### config.mk
export PLATFORM = sky130hd
export DESIGN_NAME = dmem_req_sched
export DESIGN_NICKNAME = d
export VERILOG_FILES = /design/src/rtl/dmem_req_sched_pkg.sv /design/src/rtl/dmem_req_sched_id_fifo.sv /design/src/rtl/dmem_req_sched.sv
export SDC_FILE = /design/constraint.sdc
export NUM_CORES = 1
export LEC_CHECK = 0
export BUFFER_PORTS_ARGS = -buffer_cell sky130_fd_sc_hd__buf_2
export CAP_MARGIN = 20
export CORE_AREA = 3 3 111 113
export DETAILED_ROUTE_END_ITERATION = 12
export DIE_AREA = 0 0 114 116
export PLACE_DENSITY = 0.44
export SLEW_MARGIN = 0
export SYNTH_ARGS = -nofsm -noshare
export SYNTH_HDL_FRONTEND = slang
export SYNTH_SLANG_ARGS = --single-unit
### constraint.sdc
create_clock -name clk -period 2.7 [get_ports clk]
set_input_delay 0.54 -clock clk [delete_from_list [all_inputs] [get_ports clk]]
set_output_delay 0.54 -clock clk [all_outputs]
set_load 0.05 [all_outputs]
### src/rtl/dmem_req_sched_pkg.sv
// Shared types for the data-memory request scheduler: access size, muxed request record
// and the width of the pipe id carried through the in-flight order FIFO.
package dmem_req_sched_pkg;

  typedef enum logic [1:0] {
    MEM_BYTE = 2'd0,
    MEM_HALF = 2'd1,
    MEM_WORD = 2'd2
  } mem_size_t;

  localparam int DMEM_PIPE_ID_W = 1;

  typedef struct packed {
    logic        wr;
    mem_size_t   size;
    logic [31:0] addr;
    logic [31:0] wdata;
    logic [3:0]  wstrb;
  } dmem_req_t;

endpackage

### src/rtl/dmem_req_sched_id_fifo.sv
// Order FIFO of pipe ids for requests in flight; supports push and pop in the same cycle
// plus a synchronous clear used when the pipeline flushes.
module dmem_id_fifo
  import dmem_req_sched_pkg::*;
#(
  parameter int DEPTH = 2,
  parameter int W     = DMEM_PIPE_ID_W
) (
  input  logic                       clk,
  input  logic                       resetn,
  input  logic                       clear,
  input  logic                       push,
  input  logic [W-1:0]               push_id,
  input  logic                       pop,
  output logic [W-1:0]               head,
  output logic [$clog2(DEPTH+1)-1:0] count
);

  localparam int CW = $clog2(DEPTH + 1);
  localparam int PW = (DEPTH > 1) ? $clog2(DEPTH) : 1;

  logic [W-1:0]  mem [DEPTH];
  logic [PW-1:0] wr_ptr;
  logic [PW-1:0] rd_ptr;

  function automatic logic [PW-1:0] ptr_inc(input logic [PW-1:0] p);
    return (p == PW'(DEPTH - 1)) ? '0 : p + PW'(1);
  endfunction

  always_ff @(posedge clk) begin
    if (!resetn || clear) begin
      wr_ptr <= '0;
      rd_ptr <= '0;
      count  <= '0;
    end else begin
      if (push) begin
        mem[wr_ptr] <= push_id;
        wr_ptr      <= ptr_inc(wr_ptr);
      end
      if (pop) rd_ptr <= ptr_inc(rd_ptr);
      count <= count + CW'(push) - CW'(pop);
    end
  end

  assign head = mem[rd_ptr];

endmodule

### src/rtl/dmem_req_sched.sv
// Issues pipe 0/1 memory requests in program order to the single MMU data port and routes
// in-order responses back; define DMEM_SCHED_PERF_EN to add request/stall perf counters.
module dmem_req_sched
  import dmem_req_sched_pkg::*;
#(
  parameter int MAX_OUTSTANDING = 2
) (
  input  logic        clk,
  input  logic        resetn,
  input  logic        flush,
  input  logic        req0_valid,
  input  logic        req0_wr,
  input  mem_size_t   req0_size,
  input  logic [31:0] req0_addr,
  input  logic [31:0] req0_wdata,
  input  logic [3:0]  req0_wstrb,
  output logic        req0_accept,
  input  logic        req1_valid,
  input  logic        req1_wr,
  input  mem_size_t   req1_size,
  input  logic [31:0] req1_addr,
  input  logic [31:0] req1_wdata,
  input  logic [3:0]  req1_wstrb,
  output logic        req1_accept,
  output logic        mmu_req,
  output logic        mmu_wr,
  output mem_size_t   mmu_size,
  output logic [31:0] mmu_addr,
  output logic [31:0] mmu_wdata,
  output logic [3:0]  mmu_wstrb,
  input  logic        mmu_addr_ok,
  input  logic        mmu_data_ok,
  input  logic [31:0] mmu_rdata,
  output logic        rsp0_data_ok,
  output logic        rsp1_data_ok,
  output logic [31:0] rsp_rdata,
`ifdef DMEM_SCHED_PERF_EN
  output logic [31:0] perf_req_cnt,
  output logic [31:0] perf_stall_cnt,
`endif
  output logic        busy
);

  localparam int CW = $clog2(MAX_OUTSTANDING + 1);

  dmem_req_t                 req0, req1, sel_req;
  logic                      sel_valid;
  logic [DMEM_PIPE_ID_W-1:0] sel_id;
  logic [DMEM_PIPE_ID_W-1:0] head_id;
  logic [CW-1:0]             discard_cnt;
  logic [CW-1:0]             fifo_count;
  logic [CW-1:0]             n_inflight;
  logic                      accept;
  logic                      rsp_any;
  logic                      pop_head;

  assign req0 = '{wr: req0_wr, size: req0_size, addr: req0_addr, wdata: req0_wdata, wstrb: req0_wstrb};
  assign req1 = '{wr: req1_wr, size: req1_size, addr: req1_addr, wdata: req1_wdata, wstrb: req1_wstrb};

  // Pipe 0 is always older, so pipe 1 only goes once pipe 0 has nothing pending.
  assign sel_valid = req0_valid || req1_valid;
  assign sel_id    = req0_valid ? 1'b0 : 1'b1;
  assign sel_req   = req0_valid ? req0 : req1;

  assign mmu_wr    = sel_req.wr;
  assign mmu_size  = sel_req.size;
  assign mmu_addr  = sel_req.addr;
  assign mmu_wdata = sel_req.wdata;
  assign mmu_wstrb = sel_req.wstrb;

  assign n_inflight  = discard_cnt + fifo_count;
  assign mmu_req     = resetn && !flush && sel_valid && (n_inflight < CW'(MAX_OUTSTANDING));
  assign accept      = mmu_req && mmu_addr_ok;
  assign req0_accept = accept && (sel_id == 1'b0);
  assign req1_accept = accept && (sel_id == 1'b1);

  // Discarded responses come back first because the MMU answers strictly in order.
  assign rsp_any      = resetn && mmu_data_ok && (n_inflight != '0);
  assign pop_head     = rsp_any && !flush && (discard_cnt == '0);
  assign rsp0_data_ok = pop_head && (head_id == 1'b0);
  assign rsp1_data_ok = pop_head && (head_id == 1'b1);
  assign rsp_rdata    = mmu_rdata;
  assign busy         = resetn && (n_inflight != '0);

  always_ff @(posedge clk) begin
    if (!resetn)
      discard_cnt <= '0;
    else if (flush)
      discard_cnt <= n_inflight - CW'(rsp_any);
    else if (rsp_any && (discard_cnt != '0))
      discard_cnt <= discard_cnt - CW'(1);
  end

  dmem_id_fifo #(
    .DEPTH (MAX_OUTSTANDING),
    .W     (DMEM_PIPE_ID_W)
  ) u_id_fifo (
    .clk     (clk),
    .resetn  (resetn),
    .clear   (flush),
    .push    (accept),
    .push_id (sel_id),
    .pop     (pop_head),
    .head    (head_id),
    .count   (fifo_count)
  );

`ifdef DMEM_SCHED_PERF_EN
  always_ff @(posedge clk) begin
    if (!resetn) begin
      perf_req_cnt   <= '0;
      perf_stall_cnt <= '0;
    end else begin
      if (accept) perf_req_cnt <= perf_req_cnt + 32'd1;
      if (sel_valid && !flush && !accept) perf_stall_cnt <= perf_stall_cnt + 32'd1;
    end
  end
`endif

  // A response with nothing outstanding means the MMU broke the handshake.
  assert property (@(posedge clk) disable iff (!resetn) !(mmu_data_ok && (n_inflight == '0)));

endmodule

# Yosys cells after proc, flatten, opt, wreduce, memory -nomap -nowiden
# Memories as Yosys holds them, arrays and structs flattened. A register that Yosys moved wholly into a read port is not among the register bits.
# Cells that the tools add are included.
# totals
wordCells,47
input_bits,181
reg_bits,6
ram_bits,2
mem_count,1
output_inout_bits,109
# classes
magnitude_cmp,1
n_reduce_logical,22
muxes,11
addsub,7
bitwise,1
# memory_table
name,words,width,read_ports,rd_clocked_by_memory_dff,write_ports,line_no,rtl
u_id_fifo.mem,2,1,1,1,1,dmem_req_sched_id_fifo.sv:22,logic [W-1:0] mem [DEPTH];
# ops
cell,count
two-way mux 71 bit,1
logical AND 1 bit,14
two-way mux 1 bit,8
nonzero test 2 bit,3
two-way mux 2 bit,2
subtractor 2 x 1 -> 2 bit,2
"adder 1 bit, second input constant",2
adder 2 x 1 -> 2 bit,1
adder 2 bit,1
logical NOT 1 bit,2
logical NOT 2 bit,1
logical OR 1 bit,2
"< comparator 2 bit, second input constant",1
"subtractor 2 x 1 -> 2 bit, second input constant",1
inverter 1 bit,1

# Longest topological paths before layout
# depth
word_depth,8
depth_mapped,11
ltp_nobuf,11

# Modules after synthesis
# A second synthesis with hierarchy kept.
# hier_totals
hier_cells,180
area_unflattened_um2,1714.1
# by_module_without_submodules
mod,n_inst,area_per_inst_um2,seq_area_each_um2,cells_each
dmem_req_sched,1,1423.9,40.0,156
dmem_id_fifo,1,290.3,160.2,24

# Worst setup path before layout
# No wires, ideal clock.
# synth_path
path_kind,input-to-output
from,in req0_valid
to,out req1_accept
t_required_ns,2.160
setup_slack_ns,0.009
arrival_ns,2.151
n_path_buf,2
stages,3
path_cell_list,clkbuf_1 -> clkbuf_1 -> nor3b_1
# synth_between
elab_chain_len,5
elab_cells_between_ends,6
cone_classes,mux (1); reduce/logical (5)
# synth_lines
element,line_no,rtl
from (decl),dmem_req_sched.sv:11,"input logic req0_valid,"
logical OR 1 bit,dmem_req_sched.sv:61,assign sel_valid = req0_valid || req1_valid;
logical AND 1 bit (2 in a row),dmem_req_sched.sv:72,assign mmu_req = resetn && !flush && sel_valid && (n_inflight < CW'(MAX_OUTSTANDING));
logical AND 1 bit,dmem_req_sched.sv:73,assign accept = mmu_req && mmu_addr_ok;
logical AND 1 bit (*),dmem_req_sched.sv:75,assign req1_accept = accept && (sel_id == 1'b1);
to (decl),dmem_req_sched.sv:24,"output logic req1_accept,"
# Mark *: on every way between the ends. The rest lies on a longest branch, timed or not.

# Worst setup path in the final report
# layout_path
from,reg discard_cnt[0]
to,out rsp0_data_ok
# layout_between
elab_chain_len,6
elab_cells_between_ends,7
cone_classes,add/sub (1); reduce/logical (6)
# layout_lines
element,line_no,rtl
from (decl),dmem_req_sched.sv:50,logic [CW-1:0] discard_cnt;
from (signal assigned),dmem_req_sched.sv:89,discard_cnt <= n_inflight - CW'(rsp_any);
from (signal assigned),dmem_req_sched.sv:91,discard_cnt <= discard_cnt - CW'(1);
adder 2 bit,dmem_req_sched.sv:71,assign n_inflight = discard_cnt + fifo_count;
nonzero test 2 bit,dmem_req_sched.sv:78,assign rsp_any = resetn && mmu_data_ok && (n_inflight != '0);
logical AND 1 bit,dmem_req_sched.sv:78,
logical AND 1 bit,dmem_req_sched.sv:79,assign pop_head = rsp_any && !flush && (discard_cnt == '0);
logical AND 1 bit (*),dmem_req_sched.sv:79,
logical AND 1 bit (*),dmem_req_sched.sv:80,assign rsp0_data_ok = pop_head && (head_id == 1'b0);
to (decl),dmem_req_sched.sv:34,"output logic rsp0_data_ok,"
# Marks and branches as above.

==> run_results.csv <==
group,metric,value,unit
final_layout,multi_input_area,1160,µm²
route,drt_wl_total,7210,µm
global_route,grt_pass1_vias,1819,
yosys,synth_fa_ha_area_frac,0.0378,
global_route,grt_overflow,0,
floorplanning,dieWidth,114,µm
placed_design,gp_congestion,0.779,
yosys,syn_nets,357,
clock_tree,worstSkewPairLatency,0.23,ns
worst_setup_path,critPathMaxStageDelay,0.51,ns
timing,slew_viol_final,0,
clock_tree,htreeDepth,1,
power_and_ir_drop,switchingPower,0.512,mW
worst_setup_path,crit_chain,"ha_1 > xor3_2 > o211ai_1 > or3b_2 > nor2b_1 > buf_2",
timing,setup-violations-final,0,
timing,slew-limit-headroom,0.799,
timing,hold_viol,0,
final_layout,nFillCells,1273,
power_and_ir_drop,power_density,387,nW/µm²
final_layout,seqCellArea,200,µm²
yosys,synth_area_leaders,"mux2_2 (49%), buf_4 (15%), dfxtp_1 (8.5%), ha_1 (3.8%), edfxtp_1 (3.6%)",
floorplanning,row_count,39,
worst_setup_path,cp.arrival,2.00,ns
yosys,synth_cells,171,
worst_setup_path,crit_fanout,4,
placed_design,dp_slack,0.352,ns
final_layout,drive_gt1_frac,0.846,
clock_tree,numCtsBuffers,3,
hold_path,min_path_type,"register to register",
timing,worst_pin_slew,0.301,ns
placed_design,io_buffers,225,
clock_tree,clock_sinks,9,
power_and_ir_drop,clockPowerShare,0.236,
floorplanning,fp.dieH,116,µm
final_layout,syn_to_final_growth,70.2,%
global_route,busiest_layer,"met2",
power_and_ir_drop,ir_drop,0.419,mV
final_layout,final_nets,550,
power_and_ir_drop,intPower,0.579,mW
timing,worst_hold_slack,0.510,ns
yosys,netlist_area,1660,µm²
final_layout,diodes,0,
global_route,grt_util_met3,0.0449,
power_and_ir_drop,p_seq_frac,0.135,
placed_design,placed_cell_area,2740,µm²
job,cap_violations,0,
timing,rsz0062_at_grt,"false",
timing,worst_clock_skew,0.00404,ns
yosys,synth_compound_area_frac,0.0355,
route,routedWlPerCell,14.2,µm
yosys,yosysMostFrequentCell,"mux2_2",
clock_tree,cts_hold_buf,0,
worst_setup_path,start_kind,"register",
clock_tree,clkSlewWorstSetupHoldPaths,0.04,ns
yosys,muxShareOfSynthArea,0.495,
floorplanning,core_region_area,11400,µm²
yosys,ys_seq_area_frac,0.121,
global_route,grt_pass1_wl,9800,µm
clock_tree,cts-resized-gates,0,
route,drc,0,
yosys,synth_simple_gate_area_frac,0.0680,
yosys,synth_xor_area_frac,0.0612,
route,dr.pass1.iters,4,
yosys,yosys-top-cells-count,"mux2_2 (72), buf_4 (32), clkbuf_1 (8), inv_1 (8), nor2_1 (8)",
global_route,grt_usage,0.0932,
route,drt-initial-drc-count,40,
timing,period_minus_slack,2.54,ns
worst_setup_path,crit_type,"register to output pin",
worst_setup_path,slowest_stage,"or3b_2",
floorplanning,dieArea,13200,µm²
yosys,async_flop_share,0,
final_layout,fin_area,2820,µm²
route,num_vias,1912,
global_route,antenna_found_initial,0,
route,drtAntennaViolNets,0,
timing,setup_ws,0.161,ns
worst_setup_path,required,2.16,ns
clock_tree,cts_root_buf,"clkbuf_16",
yosys,synth_cell_types,27,
timing,fmax,394,MHz
timing,setup_tns,0,ns
yosys,ys_ff_latch,9,
timing,fin_crit_sh,0.940,
yosys,synth_warnings,0,
clock_tree,cts_tree,"done",
clock_tree,clockBufferDepth,2,
global_route,use_met1,0.120,
route,vias_per_cell,3.78,
floorplanning,initial_core_util,0.145,
yosys,synth_edf_count,2,
power_and_ir_drop,sw_frac_of_total,0.469,
placed_design,dpl.hpwl,6540,µm
yosys,synth_ff_type,"dfxtp_1",
yosys,syn_avg_cell_area,9.69,µm²
yosys,yosysTopAreaCell,"mux2_2",
clock_tree,post_cts_buffers,0,
floorplanning,ios,290,
run_status,status,"finished clean",
power_and_ir_drop,power.leakage,1.49,nW
yosys,netlist.area_leader.share,0.489,
global_route,met2_usage,0.145,
global_route,grt_max_degree,42,
yosys,synth_top_family_by_area,"multiplexers",
worst_setup_path,worst_setup_path_end_kind,"output pin",
power_and_ir_drop,p_comb_frac,0.630,
-- layer usage --
layer / vias up / routed length [µm]
li1: 950 / -
met1: 834 / 2920
met2: 126 / 3480
met3: 2 / 784
met4: 0 / 27
met5: - / 0
-- metrics by stage --
| stage | utilization | cells | total power [mW] |
|---|---|---|---|
| 5_1_grt | 0.247 | 506 | 1.14 |
| 3_3_place_gp | 0.240 | 502 | 0.839 |
| 2_1_floorplan | - | 171 | 0.757 |
| 4_1_cts | 0.247 | 506 | 1.10 |
| 3_5_place_dp | 0.240 | 502 | 0.840 |
| 6_report | 0.247 | 506 | 1.09 |
-- layout by cell type, fill, tap and decap left out --
cell | netlist | layout
buf_2 | 0 | 224
mux2_2 | 72 | 72
inv_1 | 8 | 8
nor2_1 | 8 | 8
dfxtp_1 | 7 | 7
ha_1 | 5 | 5
xnor2_1 | 4 | 4
clkbuf_16 | 0 | 3
nor2b_1 | 2 | 2
nand3_1 | 2 | 2
nor3b_1 | 2 | 2
nor3_1 | 2 | 2
and2_1 | 2 | 2
nand2_1 | 2 | 2
xor2_1 | 2 | 2
buf_12 | 0 | 2
buf_4 | 32 | 2
edfxtp_1 | 2 | 2
xor3_2 | 1 | 1
o211ai_1 | 1 | 1
or3b_2 | 1 | 1
xnor3_2 | 1 | 1
mux2i_1 | 1 | 1
a21boi_0 | 1 | 1
nand2b_1 | 1 | 1
a211oi_4 | 1 | 1
o21ai_0 | 1 | 1
o2111ai_1 | 1 | 1
o211a_1 | 1 | 1
clkbuf_1 | 8 | 1
-- power groups by stage --
| stage | combinational [mW] | clock (mW) | sequential [mW] |
|---|---|---|---|
| 2_1_floorplan | 0.608 | 0 | 0.148 |
| 3_3_place_gp | 0.691 | 0 | 0.149 |
| 3_5_place_dp | 0.691 | 0 | 0.149 |
| 4_1_cts | 0.693 | 0.261 | 0.147 |
| 5_1_grt | 0.726 | 0.268 | 0.147 |
| 6_report | 0.687 | 0.257 | 0.147 |
-- final timing paths --
| kind | from | endpoint | slack (ns) | depth (start not counted) |
|---|---|---|---|---|
| worst min register to register | u_id_fifo.rd_ptr | u_id_fifo.rd_ptr | 0.51 | 2 |
| worst min-delay path | u_id_fifo.rd_ptr | u_id_fifo.rd_ptr | 0.51 | 2 |
| worst max register to register | discard_cnt[0] | u_id_fifo.count[1] | 0.35 | 11 |
| worst max-delay path | discard_cnt[0] | rsp0_data_ok | 0.16 | 6 |
-- area by class of cell --
cell class              instances  share of cell area
repair buffers                228               0.417
multi-input cells             114               0.410
clock buffers                   4              0.0280
inverters                       8              0.0106
flip-flops and latches          9              0.0710
well taps                     143              0.0634
-- kinds of logic after synthesis --
kind of cell,Yosys count
AOI/OAI and AO/OA,6
xor gates and xnor gates,8
adders and majority gates,5
buffers and inverters,48
DFF,9
muxes,73
and+or+nand+nor,22
-- critical path, delay by kind of cell (launching register included) --
| kind | cells | cell delay [ns] |
|---|---|---|
| AO/OA/AOI/OAI | 1 | 0.10 |
| XOR/XNOR | 1 | 0.26 |
| adder cells (fa/ha/maj) | 1 | 0.22 |
| buffers and inverters | 1 | 0.26 |
| flip-flops | 1 | 0.30 |
| AND/OR/NAND/NOR | 2 | 0.63 |
No activity file was read; power rests on OpenSTA's default activity.
